`src/rtl/bcd_conv_scheduler.sv`:
```
// Round-robin scheduler that shares one start/done binary-to-BCD converter among
// NREQ requesters, returns tagged results over valid/ready, and aborts hung conversions.
module bcd_conv_scheduler #(
    parameter int NREQ    = 4,
    parameter int IDW     = 2,
    parameter int TIMEOUT = 32
) (
    input  logic               clk,
    input  logic               n_rst,
    input  logic [NREQ-1:0]    req_valid,
    input  logic [NREQ*12-1:0] req_data,
    output logic [NREQ-1:0]    req_ready,
    output logic               conv_start,
    output logic [11:0]        conv_bin,
    input  logic               conv_done,
    input  logic [3:0]         conv_d3,
    input  logic [3:0]         conv_d2,
    input  logic [3:0]         conv_d1,
    input  logic [3:0]         conv_d0,
    output logic               rsp_valid,
    input  logic               rsp_ready,
    output logic [IDW-1:0]     rsp_id,
    output logic [15:0]        rsp_bcd,
    output logic               err
);
    typedef enum logic [1:0] {IDLE, START, WAIT, RESP} state_t;

    // Timer only has to hold values up to TIMEOUT-1.
    localparam int TW = $clog2(TIMEOUT);

    state_t          state;
    logic [IDW-1:0]  rr;
    logic [IDW-1:0]  id;
    logic [IDW-1:0]  id_next;
    logic [TW-1:0]   timer;
    logic [IDW-1:0]  win;
    logic            found;
    logic [NREQ-1:0] grant;
    logic [11:0]     sel_data;
    int              idx;

    always_comb begin
        // NOTE: every variable assigned here gets a default first, so no latch is inferred.
        found    = 1'b0;
        win      = '0;
        grant    = '0;
        sel_data = '0;
        idx      = 0;
        for (int k = 0; k < NREQ; k++) begin
            idx = int'(rr) + k;
            if (idx >= NREQ) idx = idx - NREQ;
            for (int j = 0; j < NREQ; j++) begin
                if (!found && (idx == j) && req_valid[j]) begin
                    found = 1'b1;
                    win   = IDW'(j);
                end
            end
        end
        for (int j = 0; j < NREQ; j++) begin
            grant[j] = found && (win == IDW'(j));
            if (win == IDW'(j)) sel_data = req_data[12*j +: 12];
        end
    end

    // Pointer and ID wrap at NREQ, not at 2**IDW.
    assign id_next   = (id == IDW'(NREQ - 1)) ? '0 : id + IDW'(1);
    assign req_ready = ((state == IDLE) && n_rst) ? grant : '0;

    always_ff @(posedge clk or negedge n_rst) begin
        if (!n_rst) begin
            state      <= IDLE;
            rr         <= '0;
            id         <= '0;
            timer      <= '0;
            conv_start <= 1'b0;
            conv_bin   <= '0;
            rsp_valid  <= 1'b0;
            rsp_id     <= '0;
            rsp_bcd    <= '0;
            err        <= 1'b0;
        end else begin
            // NOTE: non-blocking assignments only, so every branch reads pre-edge values.
            conv_start <= 1'b0;
            err        <= 1'b0;
            unique case (state)
                IDLE: begin
                    if (found) begin
                        conv_bin   <= sel_data;
                        id         <= win;
                        conv_start <= 1'b1;
                        state      <= START;
                    end
                end
                START: begin
                    timer <= '0;
                    state <= WAIT;
                end
                WAIT: begin
                    timer <= timer + TW'(1);
                    // A done arriving in the timeout cycle still wins over the abort.
                    if (conv_done) begin
                        rsp_bcd   <= {conv_d3, conv_d2, conv_d1, conv_d0};
                        rsp_id    <= id;
                        rsp_valid <= 1'b1;
                        state     <= RESP;
                    end else if (timer == TW'(TIMEOUT - 2)) begin
                        err   <= 1'b1;
                        rr    <= id_next;
                        state <= IDLE;
                    end
                end
                RESP: begin
                    if (rsp_ready) begin
                        rsp_valid <= 1'b0;
                        rr        <= id_next;
                        state     <= IDLE;
                    end
                end
                default: state <= IDLE;
            endcase
        end
    end
endmodule

```
`config.mk`:
```
export PLATFORM = sky130hd
export DESIGN_NAME = bcd_conv_scheduler
export DESIGN_NICKNAME = d
export VERILOG_FILES = /design/src/rtl/bcd_conv_scheduler.sv
export SDC_FILE = /design/constraint.sdc
export NUM_CORES = 1
export LEC_CHECK = 0
export CELL_PAD_IN_SITES_DETAIL_PLACEMENT = 0
export CELL_PAD_IN_SITES_GLOBAL_PLACEMENT = 1
export CORE_ASPECT_RATIO = 1.4
export CORE_UTILIZATION = 33
export CTS_CLUSTER_DIAMETER = 30
export DETAILED_ROUTE_END_ITERATION = 16
export GPL_TIMING_DRIVEN = 0
export HOLD_SLACK_MARGIN = 0.06
export PLACE_DENSITY_LB_ADDON = 0.1
export SYNTH_ARGS = -nofsm -noshare
export SYNTH_HDL_FRONTEND = slang
export SYNTH_SLANG_ARGS = --single-unit
```
`constraint.sdc`:
```
create_clock -name clk -period 2.7 [get_ports clk]
set_input_delay 0.405 -clock clk [delete_from_list [all_inputs] [get_ports clk]]
set_output_delay 0.405 -clock clk [all_outputs]
set_load 0.02 [all_outputs]
```
## Word level (Yosys, flattened, before mapping)

Cells that the tools add are included.

- Eq/ne operators: 26
- Order comparisons: 4
- Muxes and demuxes: 59
- Reductions and logical operators: 64
- Add/sub/neg operators: 9

Operator list:

| cell | count |
|---|---|
| $eq A32 B3 Y1 const B | 8 |
| $eq A32 B2 Y1 const B | 4 |
| $logic_not A32 Y1 | 4 |
| $mux W32 | 4 |
| $mux W12 | 4 |
| $mux W2 | 22 |
| $logic_and A1 B1 Y1 | 36 |
| $mux W1 | 24 |
| $logic_not A1 Y1 | 15 |
| $sub A3 B3 Y4 const B | 3 |
| $eq A2 B2 Y1 const B | 5 |
| $ne A2 B2 Y1 const B | 5 |
| $pmux W5 S2 | 1 |
| $ge A3 B3 Y1 const B | 3 |
| $pmux W2 S4 | 1 |
| $add A2 B2 Y3 const B | 2 |
| $reduce_and A3 Y1 | 2 |
| $add A5 B1 Y5 const B | 1 |
| $eq A5 B5 Y1 const B | 1 |
| $eq A2 B1 Y1 const B | 2 |
| $logic_not A2 Y1 | 2 |
| $mux W4 | 1 |
| $pmux W2 S2 | 1 |
| $reduce_and A2 Y1 | 2 |
| other kinds (8) | 9 |

- Register bits after elaboration: 44
- Bits of input ports: 72
- Word-level logic and storage cells: 172

## Depth between registers and ports, before layout

Gate-level depths: netlist (run 1).

- Depth in word-level cells: 70
- Depth in mapped cells: 8
- Gate-level depth less buffers: 7

## Least setup slack after synthesis (run 1)

OpenSTA, ideal clock, no wires.

- Path kind: input -> output
- Start: input req_valid[1]
- End: output req_ready[0]
- Arrival: 1.466 ns
- Stages: 8
- Slack: 0.829 ns
- Data required time: 2.295 ns
- Cell sequence: buf_2 -> nor4_4 -> nand2b_1 -> buf_6 -> inv_4 -> buf_6 -> nand2_1 -> nor2_1

- Cells in the longest elaborated chain, start to end: 61
- Elaborated cells between the ends (all ways): 76

RTL lines:

| what | RTL line | source |
|---|---|---|
| start, declared | 10 | `input logic [NREQ-1:0] req_valid,` |
| $logic_and A1 B1 Y1 | 53 | `if (!found && (idx == j) && req_valid[j]) begin` |
| $mux W1 | 53 |  |
| $logic_not A1 Y1 | 53 |  |
| $logic_and A1 B1 Y1 (2 in series) | 53 |  |
| $mux W1 | 53 |  |
| $logic_not A1 Y1 | 53 |  |
| $logic_and A1 B1 Y1 (2 in series) | 53 |  |
| $mux W1 | 53 |  |
| (+41 left out) | n/a |  |
| $logic_and A1 B1 Y1 (2 in series) | 53 |  |
| $mux W1 | 53 |  |
| $logic_not A1 Y1 | 53 |  |
| $logic_and A1 B1 Y1 (2 in series) | 53 |  |
| $mux W2 | 53 |  |
| $logic_not A2 Y1 | 60 | `grant[j] = found && (win == IDW'(j));` |
| $logic_and A1 B1 Y1 * | 60 |  |
| $mux W4 * | 67 | `assign req_ready = ((state == IDLE) && n_rst) ? grant : '0;` |
| end, declared | 12 | `output logic [NREQ-1:0] req_ready,` |

Every way passes the cells marked *; elsewhere a longest branch is shown, timed or not.

## Worst setup path after layout (run 1)

- Start: input req_valid[2]
- End: output req_ready[0]

- Cells in the longest elaborated chain, start to end: 57
- Elaborated cells between the ends (all ways): 71

RTL lines:

| what | RTL line |
|---|---|
| $logic_and A1 B1 Y1 | 53 |
| $mux W1 | 53 |
| $logic_not A1 Y1 | 53 |
| $logic_and A1 B1 Y1 (2 in series) | 53 |
| $mux W1 | 53 |
| $logic_not A1 Y1 | 53 |
| $logic_and A1 B1 Y1 (2 in series) | 53 |
| $mux W1 | 53 |
| (+37 left out) | n/a |
| $logic_and A1 B1 Y1 (2 in series) | 53 |
| $mux W1 | 53 |
| $logic_not A1 Y1 | 53 |
| $logic_and A1 B1 Y1 (2 in series) | 53 |
| $mux W2 | 53 |
| $logic_not A2 Y1 | 60 |
| $logic_and A1 B1 Y1 * | 60 |
| $mux W4 * | 67 |

Marks and branches as above.

==> flow_summary.ini, run 1 <==
[outcome]
run_status = completed

[cts]
cts-root-buf = clkbuf_8
clock_tree.buffer_depth = 2
worst_setup_hold_path_clk_slew_ns = 0.10
clk_latency_ns = 0.30
cts.sinks = 44
cts_inserted_buffers = 5
h_tree_depth = 2
cts_tree = yes

[setup_path]
ff2ff_setup_slack_ns = 0.73
setup.worst_path.class = in -> out
critPathRequiredTime_ns = 2.30
worst_r2r_endpoint = rsp_bcd[12]
worst_setup_path_end_kind = output pin
ff2ff_path_depth = 6
critical_path.startpoint_type = input pin
cp_data_arrival_time_ns = 2.17
worstPathMaxFanout = 10
regToRegStartpoint = state[0]

[detailed_routing]
viasPerCell = 4.98
total_wire_length_mm = 6.62
drc = 0
route.detailed.wl_per_inst_um = 15.2
number_of_drc_markers_after_the_initial_detailed_route_iteration = 46
detailedRoute.firstPassIterationCount = 4
ant_nets = 0
dr_total_vias = 2171

[die]
chipWidth_um = 74.0
design.die.area_um2 = 7600
fp-row-count = 36
ioPinCount = 109
start_util = 0.343
core_area_um2 = 6980
die-height_um = 103

[timing]
hold_viol_final = 0
timing_worst_slew_pin_value_ns = 0.590
timing_max_transition_violations_final = 0
achievable-frequency_ghz = 0.388
fin_crit_sh = 0.955
rsz_0062_raised_after_global_routing = false
worst_slew_margin_rel = 0.606
finalClockSkew_ns = 0.00985
setup_violations = 0
period_needed_ns = 2.58

[yosys]
synth_most_common_cell = dfrtp_1
synthDominantAreaCellType = dfrtp_1
synth.area.top_cells = dfrtp_1 46%, mux2_2 8.9%, ha_1 3.7%
netlist_area_um2 = 2390
synth_flop_cell = dfrtp_1
synthCells = 226
ys_ff_latch = 44
syn_area_cell_um2 = 10.6
ys_async_sr_fraction = 1.00
yosys_warnings = 0
synthDistinctLibCells = 51
synth_seq_area_share = 0.460
netlist.area_leader.share = 0.460
synth_common_cells = 44 x dfrtp_1, 20 x nand2_1, 19 x mux2_2
mappedNetlistNets = 305
synth-edff-count = 0

[final_layout]
drive_above_1_share = 0.150
finalNetCount = 419
layout.core_utilization = 0.530
finish.instance_area_um2 = 3700
flow.area_growth_from_synthesis_pct = 54.6
diodes = 0

[flow_run]
drv_cap = 0

[placed_design]
dpl-instance-area_um2 = 3580
hpwlAfterDp_mm = 5.04
gpl.final_weighted_congestion = 0.766
placement.io_buffers = 105

[global_route]
grt_overflow = 0
grt_max_degree = 32
grt_antenna_before_repair = 0
via_count_of_the_first_global_routing_pass = 2078
track_usage = 0.173
global_route_wire_length_before_repair_mm = 10.0

[hold_path]
hold_end = rsp_bcd[0]
hold_class = reg -> reg
worst_hold_startpoint = rsp_bcd[0]
hold_depth = 1

[power_and_ir_drop]
pwr_density_cell_nw_per_um2 = 1030
leakagePower_uw = 0.00154
max-vdd-ir-drop_mv = 0.522
==> timing repair <==
action                                  4_1_cts  5_1_grt
endpoints found under the setup margin        4        1
hold buffers                                  1        0
gates cloned                                  0        0
setup buffers                                 0        0
endpoints found under the hold margin        15        0
resized for setup                             4        1
==> cell usage in the layout, fill, tap and decap left out, types with 2 or more instances in the layout <==
master           synthesis  routed
inv_1                    8       8
mux2_2                  19      19
clkbuf_8                 0       5
buf_4                    5       5
dfrtp_1                 44      44
o221ai_1                 5       5
o221ai_2                 2       2
nor2_1                  11      11
nor2b_1                  4       4
buf_2                    4       5
dlygate4sd2_1            0       3
nor3_1                   2       2
nand2_1                 20      20
a21oi_1                 17      17
a221oi_1                 3       3
nand2b_1                 4       4
or3_1                    2       2
a222oi_1                 4       4
o21ai_0                 14      14
ha_1                     7       7
a22oi_1                 10      10
o22ai_1                  2       2
o31ai_1                  2       2
and3_1                   2       2
nand3_1                  5       5
buf_6                    3       3
clkdlybuf4s50_1          0     100
==> routing by layer <==
| layer | routed length, um | up-vias | GRT usage |
|---|---|---|---|
| met5 | 0 | - | 0 |
| met4 | 67 | 0 | 0.0533 |
| met3 | 444 | 5 | 0.0401 |
| met2 | 3410 | 75 | 0.312 |
| met1 | 2700 | 1024 | 0.199 |
| li1 | - | 1067 | - |
==> sequential cells by signal, summed over array words and instances (netlist names) <==
name	cells
rsp_bcd	16
conv_bin	12
timer	5
id	2
rr	2
rsp_id	2
state	2
conv_start	1
err	1
rsp_valid	1
==> final cells by class <==
| type | instances | area (um2) |
|---|---|---|
| clock buffer | 5 | 68.8 |
| tap | 95 | 119 |
| buffer | 13 | 95.1 |
| clock inverter | 3 | 46.3 |
| inverter | 9 | 36.3 |
| sequential | 44 | 1100 |
| timing repair buffer | 107 | 1070 |
| fill | 658 | 3280 |
| multi-input combinational | 160 | 1160 |
==> logic make-up (layout without fill, tap and decap cells) <==
| group | after synthesis | after routing | share of synthesized area |
|---|---|---|---|
| AO/OA/AOI/OAI | 73 | 73 | 0.222 |
| adder cells (fa/ha/maj) | 7 | 7 | 0.0366 |
| flip-flops | 44 | 44 | 0.460 |
| multiplexers | 20 | 20 | 0.0936 |
| buffers and inverters | 22 | 137 | 0.0549 |
| AND/OR/NAND/NOR | 60 | 60 | 0.133 |
==> worst max path at each step <==
stage | startpoint | to | depth (start not counted)
2_1_floorplan | req_valid[1] | req_ready[0] | 8
5_1_grt | req_valid[2] | req_ready[3] | 10
4_1_cts | req_valid[2] | req_ready[3] | 10
3_3_place_gp | n_rst | req_ready[3] | 4
6_report | req_valid[2] | req_ready[0] | 10
3_5_place_dp | req_valid[2] | req_ready[3] | 10
==> critical path: stages <==
cell and delay, ns:
clkdlybuf4s50_1 0.47, buf_4 0.18, nor4_4 0.05, nand2b_1 0.15, buf_6 0.14, inv_4 0.09
buf_6 0.15, nand2_1 0.09, nor2_1 0.10, dlygate4sd2_1 0.34
==> stage by stage <==
step                      total power, uW  setup slack [ns]  std cells  hold WS, ns  TNS (ns)
final                                3810             0.121        436        0.512         0
after global routing                 4090            0.0132        436        0.531         0
after CTS                            3870            0.0917        436        0.515         0
after detailed placement             3330            -0.185        427        0.347    -0.607
after global placement               3290             -1.26        426        0.486    -12.94
after floorplan                      2430             0.829        226        0.109         0
==> power breakdown <==
part | switching, uW | internal (uW)
clock | 252 | 279
sequential | 185 | 963
combinational | 1090 | 1040
total | 1520 | 2280
Power figures use the tool's default switching activity.
==> run 2: changes to the inputs <==
- CAP_MARGIN: not set -> 20
==> results of run 2 <==
Final layout, timing and power as in run 1 (identical DEF).
